<file path="config.mk">
export PLATFORM = sky130hd
export DESIGN_NAME = alu_rr_controller_flat
export DESIGN_NICKNAME = d
export VERILOG_FILES = /design/src/rtl/rv32i_pkg.sv /design/src/rtl/alu_rr_controller_if.sv /design/src/rtl/rr_decode.sv /design/src/rtl/alu_rr_controller.sv /design/src/flat_wrapper.sv
export SDC_FILE = /design/constraint.sdc
export NUM_CORES = 1
export LEC_CHECK = 0
export ABC_CLOCK_PERIOD_IN_PS = 1650
export CORE_MARGIN = 3
export CORE_UTILIZATION = 35
export DETAILED_ROUTE_END_ITERATION = 7
export GPL_TIMING_DRIVEN = 0
export HOLD_SLACK_MARGIN = 0.12
export PLACE_DENSITY = 0.72
export SYNTH_ARGS = -nofsm -noshare
export SYNTH_HDL_FRONTEND = slang
export SYNTH_HIERARCHICAL = 1
export SYNTH_SLANG_ARGS = --single-unit
</file>
<file path="constraint.sdc">
create_clock -name clock -period 1.65 [get_ports clock]
set_input_delay 0.2475 -clock clock [delete_from_list [all_inputs] [get_ports clock]]
set_output_delay 0.2475 -clock clock [all_outputs]
set_load 0.005 [all_outputs]
</file>
<file path="src/rtl/rv32i_pkg.sv">
// Shared RV32I definitions: R-type opcode/funct constants, field positions and
// the register-register controller state encoding.
package rv32i_pkg;

  localparam int unsigned INSTR_W  = 32;
  localparam int unsigned OPCODE_W = 7;
  localparam int unsigned REG_W    = 5;
  localparam int unsigned FUNCT3_W = 3;
  localparam int unsigned FUNCT7_W = 7;

  localparam int unsigned OPCODE_LSB = 0;
  localparam int unsigned RD_LSB     = 7;
  localparam int unsigned FUNCT3_LSB = 12;
  localparam int unsigned RS1_LSB    = 15;
  localparam int unsigned RS2_LSB    = 20;
  localparam int unsigned FUNCT7_LSB = 25;

  localparam logic [OPCODE_W-1:0] OPCODE_OP   = 7'b0110011;
  localparam logic [FUNCT7_W-1:0] FUNCT7_BASE = 7'h00;
  localparam logic [FUNCT7_W-1:0] FUNCT7_ALT  = 7'h20;
  localparam logic [FUNCT3_W-1:0] FUNCT3_ADD_SUB = 3'b000;
  localparam logic [FUNCT3_W-1:0] FUNCT3_SRL_SRA = 3'b101;

  typedef logic [1:0] state_t;
  localparam logic [1:0] ST_IDLE      = 2'd0;
  localparam logic [1:0] ST_READ      = 2'd1;
  localparam logic [1:0] ST_EXECUTE   = 2'd2;
  localparam logic [1:0] ST_WRITEBACK = 2'd3;

  typedef struct packed {
    logic [FUNCT7_W-1:0] funct7;
    logic [REG_W-1:0]    rs2;
    logic [REG_W-1:0]    rs1;
    logic [FUNCT3_W-1:0] funct3;
    logic [REG_W-1:0]    rd;
  } rr_fields_t;

endpackage

</file>
<file path="src/rtl/alu_rr_controller_if.sv">
// Bundle between the R-type controller and its front end, register file and ALU.
// master is the controller side, slave is the surrounding datapath.
interface alu_rr_controller_if #(
  parameter int unsigned XLEN = 32
);
  logic            instr_valid;
  logic            instr_ready;
  logic [31:0]     instruction;
  logic [4:0]      rf_rs1_addr;
  logic [4:0]      rf_rs2_addr;
  logic [XLEN-1:0] rf_rs1_value;
  logic [XLEN-1:0] rf_rs2_value;
  logic            alu_enable;
  logic [2:0]      alu_funct3;
  logic [6:0]      alu_funct7;
  logic [XLEN-1:0] alu_rs1_value;
  logic [XLEN-1:0] alu_rs2_value;
  logic [XLEN-1:0] alu_rd_value;
  logic            rf_write_enable;
  logic [4:0]      rf_rd_addr;
  logic [XLEN-1:0] rf_rd_value;
  logic            done;
  logic            illegal;
  logic            busy;

  modport master (
    input  instr_valid, instruction, rf_rs1_value, rf_rs2_value, alu_rd_value,
    output instr_ready, rf_rs1_addr, rf_rs2_addr, alu_enable, alu_funct3, alu_funct7,
           alu_rs1_value, alu_rs2_value, rf_write_enable, rf_rd_addr, rf_rd_value,
           done, illegal, busy
  );

  modport slave (
    output instr_valid, instruction, rf_rs1_value, rf_rs2_value, alu_rd_value,
    input  instr_ready, rf_rs1_addr, rf_rs2_addr, alu_enable, alu_funct3, alu_funct7,
           alu_rs1_value, alu_rs2_value, rf_write_enable, rf_rd_addr, rf_rd_value,
           done, illegal, busy
  );
endinterface

</file>
<file path="src/rtl/rr_decode.sv">
// Field extraction and legality check for an R-type register-register word.
module rr_decode import rv32i_pkg::*; (
  input  logic [INSTR_W-1:0] instruction,
  output rr_fields_t         fields,
  output logic               legal
);

  logic [OPCODE_W-1:0] opcode;

  always_comb begin
    opcode        = instruction[OPCODE_LSB +: OPCODE_W];
    fields.rd     = instruction[RD_LSB     +: REG_W];
    fields.funct3 = instruction[FUNCT3_LSB +: FUNCT3_W];
    fields.rs1    = instruction[RS1_LSB    +: REG_W];
    fields.rs2    = instruction[RS2_LSB    +: REG_W];
    fields.funct7 = instruction[FUNCT7_LSB +: FUNCT7_W];
    // Only SUB and SRA use the alternate funct7 encoding.
    legal = (opcode == OPCODE_OP) &&
            ((fields.funct7 == FUNCT7_BASE) ||
             ((fields.funct7 == FUNCT7_ALT) &&
              ((fields.funct3 == FUNCT3_ADD_SUB) || (fields.funct3 == FUNCT3_SRL_SRA))));
  end

endmodule

</file>
<file path="src/rtl/alu_rr_controller.sv">
// Sequences one R-type instruction at a time through decode, register read,
// ALU execution and register-file writeback.
module alu_rr_controller import rv32i_pkg::*; #(
  parameter int unsigned ALU_LATENCY = 1,
  parameter int unsigned XLEN        = 32
) (
  input  logic                 clock,
  input  logic                 reset_n,
  alu_rr_controller_if.master  bus
);

  localparam int unsigned CNT_W = 3;
  localparam logic [CNT_W-1:0] CNT_LAST = CNT_W'(ALU_LATENCY - 1);

  state_t           state, state_nx;
  logic [CNT_W-1:0] cnt, cnt_nx;
  rr_fields_t       dec_fields, instr_q, instr_nx;
  logic             dec_legal;
  logic [XLEN-1:0]  rs1_q, rs1_nx, rs2_q, rs2_nx, rd_val_q, rd_val_nx;
  logic [REG_W-1:0] rd_addr_q, rd_addr_nx;
  logic             alu_en_q, alu_en_nx, we_q, we_nx, done_q, done_nx, ill_q, ill_nx;

  rr_decode u_decode (
    .instruction (bus.instruction),
    .fields      (dec_fields),
    .legal       (dec_legal)
  );

  // Next state and next registered outputs.
  always_comb begin
    state_nx   = state;
    cnt_nx     = cnt;
    instr_nx   = instr_q;
    rs1_nx     = rs1_q;
    rs2_nx     = rs2_q;
    rd_addr_nx = rd_addr_q;
    rd_val_nx  = rd_val_q;
    alu_en_nx  = 1'b0;
    we_nx      = 1'b0;
    done_nx    = 1'b0;
    ill_nx     = 1'b0;
    case (state)
      ST_IDLE: begin
        // The cycle after a rejection is not a handshake slot.
        if (bus.instr_valid && !ill_q) begin
          if (dec_legal) begin
            instr_nx = dec_fields;
            state_nx = ST_READ;
          end else begin
            ill_nx = 1'b1;
          end
        end
      end
      ST_READ: begin
        rs1_nx    = bus.rf_rs1_value;
        rs2_nx    = bus.rf_rs2_value;
        alu_en_nx = 1'b1;
        cnt_nx    = '0;
        state_nx  = ST_EXECUTE;
      end
      ST_EXECUTE: begin
        if (cnt == CNT_LAST) begin
          rd_addr_nx = instr_q.rd;
          rd_val_nx  = bus.alu_rd_value;
          we_nx      = (instr_q.rd != '0);
          done_nx    = 1'b1;
          state_nx   = ST_WRITEBACK;
        end else begin
          cnt_nx = cnt + CNT_W'(1);
        end
      end
      ST_WRITEBACK: state_nx = ST_IDLE;
      default:      state_nx = ST_IDLE;
    endcase
  end

  always_ff @(posedge clock or negedge reset_n) begin
    if (!reset_n) begin
      state     <= ST_IDLE;
      cnt       <= '0;
      instr_q   <= '0;
      rs1_q     <= '0;
      rs2_q     <= '0;
      rd_addr_q <= '0;
      rd_val_q  <= '0;
      alu_en_q  <= 1'b0;
      we_q      <= 1'b0;
      done_q    <= 1'b0;
      ill_q     <= 1'b0;
    end else begin
      state     <= state_nx;
      cnt       <= cnt_nx;
      instr_q   <= instr_nx;
      rs1_q     <= rs1_nx;
      rs2_q     <= rs2_nx;
      rd_addr_q <= rd_addr_nx;
      rd_val_q  <= rd_val_nx;
      alu_en_q  <= alu_en_nx;
      we_q      <= we_nx;
      done_q    <= done_nx;
      ill_q     <= ill_nx;
    end
  end

  assign bus.instr_ready     = reset_n & (state == ST_IDLE) & ~ill_q;
  assign bus.busy            = (state != ST_IDLE);
  assign bus.rf_rs1_addr     = instr_q.rs1;
  assign bus.rf_rs2_addr     = instr_q.rs2;
  assign bus.alu_funct3      = instr_q.funct3;
  assign bus.alu_funct7      = instr_q.funct7;
  assign bus.alu_rs1_value   = rs1_q;
  assign bus.alu_rs2_value   = rs2_q;
  assign bus.alu_enable      = alu_en_q;
  assign bus.rf_write_enable = we_q;
  assign bus.rf_rd_addr      = rd_addr_q;
  assign bus.rf_rd_value     = rd_val_q;
  assign bus.done            = done_q;
  assign bus.illegal         = ill_q;

endmodule

</file>
<file path="src/flat_wrapper.sv">
// flat-port wrapper written by rule: the top's interface ports become plain ports
module alu_rr_controller_flat import rv32i_pkg::*;
#(
  parameter int unsigned ALU_LATENCY = 1,
  parameter int unsigned XLEN        = 32
)
  (clock, reset_n, bus_instr_valid, bus_instruction, bus_rf_rs1_value, bus_rf_rs2_value, bus_alu_rd_value, bus_instr_ready, bus_rf_rs1_addr, bus_rf_rs2_addr, bus_alu_enable, bus_alu_funct3, bus_alu_funct7, bus_alu_rs1_value, bus_alu_rs2_value, bus_rf_write_enable, bus_rf_rd_addr, bus_rf_rd_value, bus_done, bus_illegal, bus_busy);
  alu_rr_controller_if #(.XLEN(XLEN)) bus_i ();
  input  logic clock;
  input  logic reset_n;
  input wire logic [$bits(bus_i.instr_valid)-1:0] bus_instr_valid;
  input wire logic [$bits(bus_i.instruction)-1:0] bus_instruction;
  input wire logic [$bits(bus_i.rf_rs1_value)-1:0] bus_rf_rs1_value;
  input wire logic [$bits(bus_i.rf_rs2_value)-1:0] bus_rf_rs2_value;
  input wire logic [$bits(bus_i.alu_rd_value)-1:0] bus_alu_rd_value;
  output wire logic [$bits(bus_i.instr_ready)-1:0] bus_instr_ready;
  output wire logic [$bits(bus_i.rf_rs1_addr)-1:0] bus_rf_rs1_addr;
  output wire logic [$bits(bus_i.rf_rs2_addr)-1:0] bus_rf_rs2_addr;
  output wire logic [$bits(bus_i.alu_enable)-1:0] bus_alu_enable;
  output wire logic [$bits(bus_i.alu_funct3)-1:0] bus_alu_funct3;
  output wire logic [$bits(bus_i.alu_funct7)-1:0] bus_alu_funct7;
  output wire logic [$bits(bus_i.alu_rs1_value)-1:0] bus_alu_rs1_value;
  output wire logic [$bits(bus_i.alu_rs2_value)-1:0] bus_alu_rs2_value;
  output wire logic [$bits(bus_i.rf_write_enable)-1:0] bus_rf_write_enable;
  output wire logic [$bits(bus_i.rf_rd_addr)-1:0] bus_rf_rd_addr;
  output wire logic [$bits(bus_i.rf_rd_value)-1:0] bus_rf_rd_value;
  output wire logic [$bits(bus_i.done)-1:0] bus_done;
  output wire logic [$bits(bus_i.illegal)-1:0] bus_illegal;
  output wire logic [$bits(bus_i.busy)-1:0] bus_busy;
  assign bus_i.instr_valid = bus_instr_valid;
  assign bus_i.instruction = bus_instruction;
  assign bus_i.rf_rs1_value = bus_rf_rs1_value;
  assign bus_i.rf_rs2_value = bus_rf_rs2_value;
  assign bus_i.alu_rd_value = bus_alu_rd_value;
  assign bus_instr_ready = bus_i.instr_ready;
  assign bus_rf_rs1_addr = bus_i.rf_rs1_addr;
  assign bus_rf_rs2_addr = bus_i.rf_rs2_addr;
  assign bus_alu_enable = bus_i.alu_enable;
  assign bus_alu_funct3 = bus_i.alu_funct3;
  assign bus_alu_funct7 = bus_i.alu_funct7;
  assign bus_alu_rs1_value = bus_i.alu_rs1_value;
  assign bus_alu_rs2_value = bus_i.alu_rs2_value;
  assign bus_rf_write_enable = bus_i.rf_write_enable;
  assign bus_rf_rd_addr = bus_i.rf_rd_addr;
  assign bus_rf_rd_value = bus_i.rf_rd_value;
  assign bus_done = bus_i.done;
  assign bus_illegal = bus_i.illegal;
  assign bus_busy = bus_i.busy;
  alu_rr_controller #(.ALU_LATENCY(ALU_LATENCY), .XLEN(XLEN)) u_core (.clock(clock), .reset_n(reset_n), .bus(bus_i));
endmodule
</file>
# Yosys cells after proc, flatten, opt, wreduce, memory -nomap -nowiden
# Cells that the tools add are included.
# totals
ff_bits,135
output_inout_bits,127
word_cells,60
# classes
add_sub_neg,1
eq_ne,10
mux,14
bitwise_logic,3
n_reduce_logical,17
# op_table
operator,n
"7-bit by 6-bit equality test with 1-bit output, second input constant",2
1-bit two-way mux,8
2-bit one-hot mux with 4 select lines,1
7-bit logical NOT,1
3-bit logical NOT,2
2-bit two-way mux,3
"2-bit by 1-bit != test with 1-bit output, second input constant",3
3-bit one-hot mux with 2 select lines,1
3-bit AND reduction,2
5-bit nonzero test,1
"2-bit equality test, second input constant",2
2-bit AND reduction,2
2-bit nonzero test,2
"3-bit by 1-bit adder with 3-bit output, second input constant",1
"3-bit equality test, second input constant",1
1-bit logical AND,3
3-bit two-way mux,1
1-bit bitwise AND,2
"2-bit by 1-bit equality test with 1-bit output, second input constant",1
2-bit logical NOT,1
1-bit logical OR,2
"2-bit != test, second input constant",1
1-bit logical NOT,1
1-bit NOT,1

# Depth between registers and ports, before layout
# Gate-level depths: netlist of run 1.
# logic_depth
depth_word,8
ltp_mapped,7
mapped_depth_nobuf,6

# Modules after synthesis
# Netlist of run 1, hierarchy kept.
# by_module_without_submodules
module,n_inst,cells_each,area_per_inst_um2,seq_area_each_um2
alu_rr_controller,1,331,5342.6,3378.2
rr_decode,1,32,244.0,0.0

# Least setup slack after synthesis of run 1
# OpenSTA, ideal clock, no wires.
# synth_timing
path_kind,register to register
start,register u_core.cnt[0]
end,register u_core.rd_val_q[23] (netlist: u_core/bus.rf_rd_value[23])
t_arrival_ns,1.441
required_ns,1.525
slack_ns,0.084
stages_incl_launch_ff,8
n_path_buf,2
period_less_slack_ns,1.566
cell_sequence,dfrtp_1 -> inv_1 -> ha_1 -> nor2b_4 -> nand2_2 -> buf_6 -> buf_6 -> mux2_4
# synth_between
elab_chain_len,2
# synth_rtl
item,line_no,text
start: declaration,alu_rr_controller.sv:16,"logic [CNT_W-1:0] cnt, cnt_nx;"
start signal: assignment,alu_rr_controller.sv:92,cnt <= cnt_nx;
3-bit logical NOT,alu_rr_controller.sv:62,if (cnt == CNT_LAST) begin
2-bit AND reduction (no line),--,
end signal: assignment,alu_rr_controller.sv:97,rd_val_q <= rd_val_nx;
end: declaration,alu_rr_controller.sv:19,"logic [XLEN-1:0] rs1_q, rs1_nx, rs2_q, rs2_nx, rd_val_q, rd_val_nx;"
# No other way between the ends.
# A chain may end at the register's enable or synchronous reset.

# Worst setup path after layout of run 1
# layout_timing
start,register u_core.state[1]
end,output bus_instr_ready
# layout_between
elab_chain_len,3
# layout_rtl
item,line_no,text
start: declaration,alu_rr_controller.sv:15,"state_t state, state_nx;"
start signal: assignment,alu_rr_controller.sv:91,state <= state_nx;
2-bit logical NOT,alu_rr_controller.sv:105,assign bus.instr_ready = reset_n & (state == ST_IDLE) & ~ill_q;
1-bit bitwise AND (2 in series),alu_rr_controller.sv:105,
end: declaration,flat_wrapper.sv:16,output wire logic [$bits(bus_i.instr_ready)-1:0] bus_instr_ready;
# No other way between the ends.

==> results.txt, run 1 <==
outcome = complete, but fails checks
failing checks = hold timing
Slew @ Worst Pin = 0.650 ns
synthesized net count = 500
Via density = 4.38
Syn Inst Count = 363
Netlist cell types = 28
WL per Instance = 15.6 microns
Max Fanout on Critical Path = 3
post-route design area = 9240 sq um
nets@finish = 786
die area = 17,500 sq um
clk buf depth = 2
syn_area_per_cell = 15.4 sq um
Slew headroom = 56.7%
drt pass-1 iters = 4
period utilization = 98.0%
Post-Route Utilization = 59.9%
fraction of layout cells with a size suffix above 1 = 36.9%
top cell type's share of synthesized area = 60.5%
critical path class = flip-flop to output pin
total vias in the final route = 3,826
Tmin final = 1.62 ns
crit-path cells = inv_2 > ha_4 > inv_4 > nor3b_2 > buf_2
vias in the first global route = 4,380
crit-path max cell delay = 0.39 ns
Starting Density = 36.2%
Critical Path Stages = 5
slowest CP cell = dfrtp_1
sequential share of the synthesized area = 60.5%
crit path DAT = 1.37 ns
die height = 132 microns
peak supply drop = 0.851 mV
Reg clk slew, reported paths = 0.06 ns
Area after DPL = 8300 sq um
Antenna Nets Post-Route = 0
Synth area leaders = dfrtp_1 60%, mux2_2 24%, buf_4 6.0%
Synth area leader = dfrtp_1
CP Launch Type = flip-flop
FP Rows = 45
Cell Area, Synth = 5590 sq um
DP Cell Count = 817
DR DRC count = 0
DRT Wirelength = 13.6 mm
Area Overhead vs Synth = 65.5%
IO Pins = 258
CTS Sinks = 135
GPL Wtd Cong = 0.712
core area = 15,400 sq um
Bufs and invs on worst path = 3
initial antenna violation count = 1
clk_lat worst skew = 0.41 ns
hpwl dp = 10.2 mm
Setup WS pre-CTS = -0.771 ns
hold_ws = -0.154 ns
Max Cap Viol = 0
Overall Global Routing Usage = 15.8%
FF-to-FF path depth = 5
Setup Skew = 0.0159 ns
pin count of the biggest net entering global routing = 71
Horiz. Die Dim = 132 microns
Final setup viols = 0
Top delay family on crit path = flip-flops
Final WS setup = 0.0335 ns
sum of negative setup slack = 0 ns
global-route wire length before repair = 22.3 mm
Pwr per Cell Area = 1660 nW/um^2
CP endpoint kind = output pin
H-tree levels = 4
R2R Setup Slk = 0.08 ns
RSZ-0062 raised after global routing = yes
I/O Buffers = 242
remaining global-route overflow = 0
CTS tree = yes
non-filler instance count after layout = 874
max-slew violation count = 0
ys async rst share = 100%
CTS Buf Count = 17
synth cell count leaders = 135 x dfrtp_1, 119 x mux2_2, 45 x buf_4
Tightest Hold Check Type = primary input to asynchronous set/reset pin
Iter 0 DRT Violations = 102
endpoints failing hold = 68
hold_buf cts = 15
Yosys reg bits = 135
Synth Warn # = 6
maximum clock frequency = 619 MHz
Leakage Power = 4.36 nW
Req. time, crit path = 1.40 ns
number of synthesized flops with an enable pin = 0
Main synth FF type = dfrtp_1
CTS root buf = clkbuf_16
most common cell in the synthesized netlist = dfrtp_1
sequential cells by signal (all words and copies together) (netlist names):
register and flops:
u_core/bus.alu_enable 1, u_core/bus.rf_write_enable 1, u_core/bus.rf_rd_value 32, u_core/bus.rf_rs1_addr 5, u_core/bus.alu_funct3 3, u_core/bus.alu_rs1_value 32, u_core/bus.illegal 1, u_core/bus.done 1
u_core/state 2, u_core/bus.alu_funct7 7, u_core/bus.rf_rd_addr 5, u_core/bus.alu_rs2_value 32, u_core/bus.rf_rs2_addr 5, u_core/instr_q 5, u_core/cnt 3
worst paths after layout:
kind,from,end
max,u_core/state[1]$_DFFE_PN0P_,bus_instr_ready
min,reset_n,u_core/bus.rf_rd_value[27]$_DFFE_PN0P_
max reg2reg,u_core/state[1]$_DFFE_PN0P_,u_core/state[1]$_DFFE_PN0P_
min reg2reg,u_core/bus.alu_funct3[0]$_DFFE_PN0P_,u_core/bus.alu_funct3[0]$_DFFE_PN0P_
max in group asynchronous,reset_n,u_core/bus.alu_rs1_value[21]$_DFFE_PN0P_
min in group clock,bus_instruction[29],u_core/bus.alu_funct7[4]$_DFFE_PN0P_
cells by family after synthesis:
kind of cell | after synthesis | share of synthesized area (%)
AO/OA/AOI/OAI | 7 | 0.851
XOR/XNOR | 2 | 0.314
adder cells (fa/ha/maj) | 6 | 1.34
buffers and inverters | 65 | 8.13
flip-flops | 135 | 60.5
multiplexers | 129 | 26.5
AND/OR/NAND/NOR | 19 | 2.40
power breakdown:
group	internal [W]	leakage [nW]	switching (W)
clock network	0.00238	0.290	0.00144
logic	0.00431	2.41	0.00196
registers	0.00461	1.66	0.000635
total	0.0113	4.36	0.00404
placed cells by master (no fill, tap or decap), types with 4 or more instances in the layout:
cell and instances:
clkdlybuf4s50_1 218, dfrtp_1 135, mux2_2 118, buf_4 61, clkbuf_16 17, dlymetal6s2s_1 17, dlygate4sd3_1 15, mux2_4 9
clkinv_2 4, dlygate4sd2_1 4, buf_2 4, inv_1 4, ha_1 4
routing by layer:
| layer | GRT usage, % | wire length, microns | vias to the layer above | part of all wire (%) |
|---|---|---|---|---|
| met5 | 0 | 0 | - | 0 |
| met4 | 6.18 | 267 | 0 | 2.0 |
| met3 | 5.53 | 898 | 17 | 6.6 |
| met2 | 27.2 | 6960 | 159 | 51 |
| met1 | 18.2 | 5490 | 1864 | 40 |
| li1 | - | - | 1786 | - |
per-stage QoR:
step           hold slack, ns  total power [W]
4_1_cts                -0.142           0.0155
3_3_place_gp            0.482           0.0112
2_1_floorplan         -0.0481          0.00790
6_report               -0.154           0.0153
3_5_place_dp            0.300           0.0114
5_1_grt                -0.123           0.0162
layout make-up:
type                       count  area (sq um)
inverter                       7          28.8
sequential                   135          3380
tap                          211           264
fill                        1239          6180
buffer                        57           440
clock inverter                15           176
multi-input combinational    163          1820
timing repair buffer         268          2710
clock buffer                  17           425
antenna                        1          2.50
repair_timing:
item | CTS | global route
pin swaps | 4 | 7
buffers inserted | 6 | 4
resized for setup | 28 | 25
hold endpoints to repair | 83 | 68
setup endpoints to repair | 95 | 75
No activity file was read; power rests on OpenSTA's default activity.
==> inputs of run 2 (changes only) <==
ABC_CLOCK_PERIOD_IN_PS = 1570   (was 1650)
PLACE_DENSITY = 0.7   (was 0.72)
SLEW_MARGIN = 20   (was not set)
clock period = 1.57 ns   (was 1.65 ns; I/O delays follow)
==> run 2 against run 1 <==
The flow finishes with violations (hold timing, setup timing). First-iteration DRC count decreased by 8.8%. Sequential share of layout area decreased by 1.5 points. Global-route usage increased by 0.76 points. Flip-flop and latch count unchanged. Sequential power increased by 4.8%. Routed wire length increased by 4.5%. Clock power increased by 15%. Clock skew decreased by 0.0090 ns. Worst setup slack got worse by 0.054 ns. Total power increased by 11%. Critical endpoint is now u_core/bus.rf_rs1_addr[0]$_DFFE_PN0P_.
==> results.txt, run 2 (synthesis results as in run 1) <==
outcome = complete, but fails checks
failing checks = hold timing, setup timing
Setup Skew = 0.00695 ns
CP endpoint kind = flip-flop
RSZ-0062 raised after global routing = yes
I/O Buffers = 242
core area = 15,400 sq um
peak supply drop = 0.805 mV
Reg clk slew, reported paths = 0.06 ns
clk buf depth = 2
crit-path cells = inv_2 > ha_4 > buf_6 > nand4b_4 > buf_12 > buf_8 > mux2_4
hpwl dp = 10.2 mm
Final WS setup = -0.0205 ns
Leakage Power = 4.65 nW
WL per Instance = 16.0 microns
Antenna Nets Post-Route = 0
DP Cell Count = 817
global-route wire length before repair = 23.0 mm
commonest non-fill, non-tap cell in the layout = clkdlybuf4s50_1
Slew headroom = 62.2%
nets@finish = 804
clk_lat worst skew = 0.42 ns
Max Cap Viol = 0
Horiz. Die Dim = 132 microns
hold_ws = -0.224 ns
slowest CP cell = dfrtp_1
Via density = 4.39
Bufs and invs on worst path = 4
die height = 132 microns
CTS root buf = clkbuf_16
post-route design area = 9640 sq um
fraction of layout cells with a size suffix above 1 = 39.0%
Tightest Hold Check Type = primary input to asynchronous set/reset pin
Iter 0 DRT Violations = 93
Final setup viols = 2
CTS Buf Count = 17
crit-path max cell delay = 0.39 ns
sum of negative setup slack = -0.0356 ns
Max Fanout on Critical Path = 5
remaining global-route overflow = 0
Slew @ Worst Pin = 0.567 ns
drt pass-1 iters = 4
total vias in the final route = 3,909
Area after DPL = 8310 sq um
die area = 17,500 sq um
IO Pins = 258
Top delay family on crit path = buffers and inverters
crit path DAT = 1.89 ns
CP Launch Type = flip-flop
period utilization = 101%
Area Overhead vs Synth = 72.6%
pin count of the biggest net entering global routing = 76
most frequent cells in the layout = 187 x clkdlybuf4s50_1, 135 x dfrtp_1, 115 x mux2_2
Starting Density = 36.2%
max-slew violation count = 0
DRT Wirelength = 14.2 mm
non-filler instance count after layout = 890
Pwr per Cell Area = 1760 nW/um^2
critical path class = flip-flop to flip-flop
DR DRC count = 0
Overall Global Routing Usage = 16.6%
CTS tree = yes
H-tree levels = 4
Post-Route Utilization = 62.5%
vias in the first global route = 4,294
GPL Wtd Cong = 0.753
Req. time, crit path = 1.87 ns
initial antenna violation count = 0
CTS Sinks = 135
maximum clock frequency = 629 MHz
endpoints failing hold = 73
FP Rows = 45
Ant. Diodes = 0
Tmin final = 1.59 ns
hold_buf cts = 15
==> run 2: cell types whose count changed in the layout (fill, tap and decap cells not counted), moves of 3 or more <==
cell,previous run,this run
buf_12,1,6
mux2_2,118,115
buf_8,0,4
buf_6,3,8
clkinv_2,4,0
inv_1,4,1
clkdlybuf4s50_1,218,187
dlygate4sd2_1,4,30
inv_2,2,5
dlymetal6s2s_1,17,22
mux2_4,9,12
==> run 2: cell type report <==
type                            instances  area [sq um]
Clock buffer                           21           460
Clock inverter                         10           193
Fill cell                            1211          5780
Buffer                                 58           518
Sequential cell                       135          3380
Multi-Input combinational cell        163          1880
Tap cell                              211           264
Timing Repair Buffer                  285          2920
Inverter                                7          28.8
==> run 2: worst paths after layout <==
kind                                                            end                                    from  cells past startpoint  slack, ns
max                           u_core/bus.rf_rs1_addr[0]$_DFFE_PN0P_             u_core/state[1]$_DFFE_PN0P_                      7      -0.02
min                          u_core/bus.rf_rd_value[26]$_DFFE_PN0P_                                 reset_n                      1      -0.22
max reg2reg                   u_core/bus.rf_rs1_addr[0]$_DFFE_PN0P_             u_core/state[1]$_DFFE_PN0P_                      7      -0.02
min reg2reg                  u_core/bus.rf_rd_value[16]$_DFFE_PN0P_  u_core/bus.rf_rd_value[16]$_DFFE_PN0P_                      1       0.50
max in group asynchronous  u_core/bus.alu_rs1_value[22]$_DFFE_PN0P_                                 reset_n                      2       1.09
min in group clock             u_core/bus.alu_funct3[2]$_DFFE_PN0P_                     bus_instruction[14]                      3       0.31
==> run 2: worst register-to-register path: cells and delay by family, from the launching register on <==
family	cells	cell delay, ns
buf+inv	4	0.50
flops	1	0.39
mux	1	0.29
fa+ha+maj	1	0.16
simple gates	1	0.13
==> run 2: where the power goes <==
| group | leakage (nW) | total (W) | internal, W | switching [W] |
|---|---|---|---|---|
| logic | 2.68 | 0.00710 | 0.00489 | 0.00221 |
| clock network | 0.314 | 0.00439 | 0.00291 | 0.00148 |
| registers | 1.66 | 0.00550 | 0.00485 | 0.000653 |
==> run 2: what timing repair did <==
| item | in CTS | in global routing |
|---|---|---|
| endpoints found under the hold margin | 88 | 73 |
| resized for setup | 72 | 51 |
| gates cloned | 2 | 1 |
| setup buffers | 18 | 6 |
| pin swaps | 10 | 3 |
| endpoints found under the setup margin | 145 | 126 |
==> run 2: through the flow <==
stage               power (W)  worst slack, ns
floorplan             0.00830          0.00379
global placement       0.0118            -5.03
CTS                    0.0169          -0.0515
detailed placement     0.0120           -0.785
global route           0.0179           -0.103
finish                 0.0170          -0.0205
==> run 2: per-layer routing <==
metal / part of all wire [%] / up-vias / GRT usage, %
met3: 7.5 / 23 / 6.34
met2: 52 / 160 / 27.8
li1: - / 1827 / -
met5: 0 / - / 0
met4: 1.9 / 0 / 6.47
met1: 39 / 1899 / 19.3
==> inputs of run 3 (changes only) <==
==> constraint.sdc (replaced) <==
create_clock -name clock -period 1.57 [get_ports clock]
set_input_delay 0.471 -clock clock [delete_from_list [all_inputs] [get_ports clock]]
set_output_delay 0.471 -clock clock [all_outputs]
set_load 0.005 [all_outputs]
==> run 3 against run 2 <==
The run still ends with hold timing, setup timing left. Via count is 0.15% higher. Critical path depth is 2 lower. Sequential share of layout area is 1.8 points higher. Combinational power is 7.6% lower. Sequential power hardly changed. Die area stayed put. First-iteration DRC count is 11% lower. Critical path type is now flip-flop to output pin. Global-route usage is 0.33 points lower. Worst setup slack worse by 0.23 ns.
==> results.txt, run 3 (synthesis results as in run 1) <==
Final WS setup = -0.248 ns
vias in the first global route = 4,285
clk buf depth = 2
endpoints failing hold = 9
Setup Skew = 0.0109 ns
IO Pins = 258
Pwr per Cell Area = 1760 nW/um^2
hpwl dp = 10.5 mm
critical path class = flip-flop to output pin
most frequent cells in the layout = 134 x dfrtp_1, 109 x mux2_2, 97 x clkdlybuf4s50_1
period utilization = 116%
Iter 0 DRT Violations = 83
crit path DAT = 1.35 ns
clk_lat worst skew = 0.41 ns
commonest non-fill, non-tap cell in the layout = dfrtp_1
Antenna Nets Post-Route = 0
Bufs and invs on worst path = 3
CTS root buf = clkbuf_16
CTS Sinks = 135
die height = 132 microns
core area = 15,400 sq um
Area Overhead vs Synth = 64.1%
CP Launch Type = flip-flop
Final setup viols = 20
area of the multi-input gates = 1880 sq um
Filler cells = 1,309
WL per Instance = 16.3 microns
Leakage Power = 4.42 nW
Top delay family on crit path = flip-flops
GPL Wtd Cong = 0.750
Starting Density = 36.2%
Req. time, crit path = 1.10 ns
fraction of layout cells with a size suffix above 1 = 44.0%
DR DRC count = 0
global-route wire length before repair = 22.7 mm
CTS tree = yes
drt pass-1 iters = 4
slowest CP cell = dfrtp_1
FP Rows = 45
CTS Buf Count = 17
total vias in the final route = 3,915
die area = 17,500 sq um
Max Fanout on Critical Path = 2
nets@finish = 787
Tmin final = 1.82 ns
outcome = complete, but fails checks
DRT Wirelength = 14.2 mm
Max Cap Viol = 0
Global Route met2 Usage = 28.5%
Slew @ Worst Pin = 0.469 ns
peak supply drop = 0.960 mV
Slew headroom = 68.7%
initial antenna violation count = 0
sum of negative setup slack = -1.25 ns
crit-path cells = inv_2 > ha_4 > inv_4 > nor3b_2 > buf_2
R2R Setup Slk = -0.06 ns
Post-Route Utilization = 59.4%
H-tree levels = 4
RSZ-0062 raised after global routing = yes
maximum clock frequency = 550 MHz
Ant. Diodes = 0
Via density = 4.48
CP endpoint kind = output pin
GR Util met3 = 5.61%
max-slew violation count = 0
Horiz. Die Dim = 132 microns
Tightest Hold Check Type = primary input to asynchronous set/reset pin
area taken by flip-flops and latches = 3380 sq um
Setup WS pre-CTS = -0.824 ns
GR Util met1 = 18.6%
crit-path max cell delay = 0.39 ns
pin count of the biggest net entering global routing = 77
failing checks = hold timing, setup timing
Reg clk slew, reported paths = 0.06 ns
I/O Buffers = 242
remaining global-route overflow = 0
Overall Global Routing Usage = 16.3%
GRT busiest layer = met2
hold_ws = -0.0196 ns
[run 3: cell types whose count changed in the layout (fill, tap and decap cells not counted), moves of 15 or more]
cell             delta
dlymetal6s2s_1     -22
dlygate4sd2_1      +60
clkdlybuf4s15_1    +22
clkdlybuf4s50_1    -90
dlygate4sd3_1      -15
buf_2              +26
[run 3: worst reg2reg max path, stage by stage (launching register included)]
cell,delay [ns]
dfrtp_1,0.39
buf_4,0.14
buf_4,0.14
ha_4,0.18
nand2_4,0.10
buf_8,0.14
clkbuf_16,0.15
mux2_4,0.29
[run 3: per-layer routing]
| layer | share of wire [%] | up-vias |
|---|---|---|
| met4 | 1.5 | 0 |
| met1 | 39 | 1958 |
| met2 | 53 | 156 |
| met5 | 0 | - |
| li1 | - | 1786 |
| met3 | 7.0 | 15 |
[run 3: per-stage QoR]
stage | total power, W | cell area (sq um) | std cells
3_3_place_gp | 0.0119 | 8290 | 816
3_5_place_dp | 0.0121 | 8320 | 817
2_1_floorplan | 0.00835 | 5610 | 363
6_report | 0.0162 | 9170 | 874
4_1_cts | 0.0159 | 8950 | 866
5_1_grt | 0.0171 | 9170 | 874
[run 3: cell type report]
class                           instances  share of cell area [%]
Clock inverter                         12                    1.92
Tap cell                              211                    2.88
Multi-Input combinational cell        163                    20.6
Timing Repair Buffer                  268                    26.8
Buffer                                 58                    5.80
Clock buffer                           20                    4.87
Sequential cell                       135                    36.9
Inverter                                7                   0.314
[run 3: worst paths after layout]
check | endpoint | start | depth (start not counted)
worst max-delay path | bus_instr_ready | u_core/state[0]$_DFFE_PN0P_ | 5
worst min-delay path | u_core/bus.rf_rd_value[16]$_DFFE_PN0P_ | reset_n | 1
worst min register to register | u_core/bus.rf_rd_value[20]$_DFFE_PN0P_ | u_core/bus.rf_rd_value[20]$_DFFE_PN0P_ | 1
min in group clock | u_core/bus.rf_rs1_addr[2]$_DFFE_PN0P_ | bus_instruction[17] | 2
max in group asynchronous | u_core/state[0]$_DFFE_PN0P_ | reset_n | 2
worst max register to register | u_core/bus.rf_rd_value[26]$_DFFE_PN0P_ | u_core/state[1]$_DFFE_PN0P_ | 7
[run 3: power by group]
part / internal (W) / switching [W] / total (W)
Clock: 0.00270 / 0.00144 / 0.00414
Sequential: 0.00485 / 0.000628 / 0.00548
Combinational: 0.00424 / 0.00232 / 0.00656
Total: 0.0118 / 0.00439 / 0.0162
[run 3: timing repair]
item                                    in CTS  in global routing
endpoints found under the hold margin       59                 59
endpoints found under the setup margin     258                121
pin swaps                                   11                  4
gates resized for setup                    278                 48
buffers inserted                            16                  8
cloned                                       1                  1
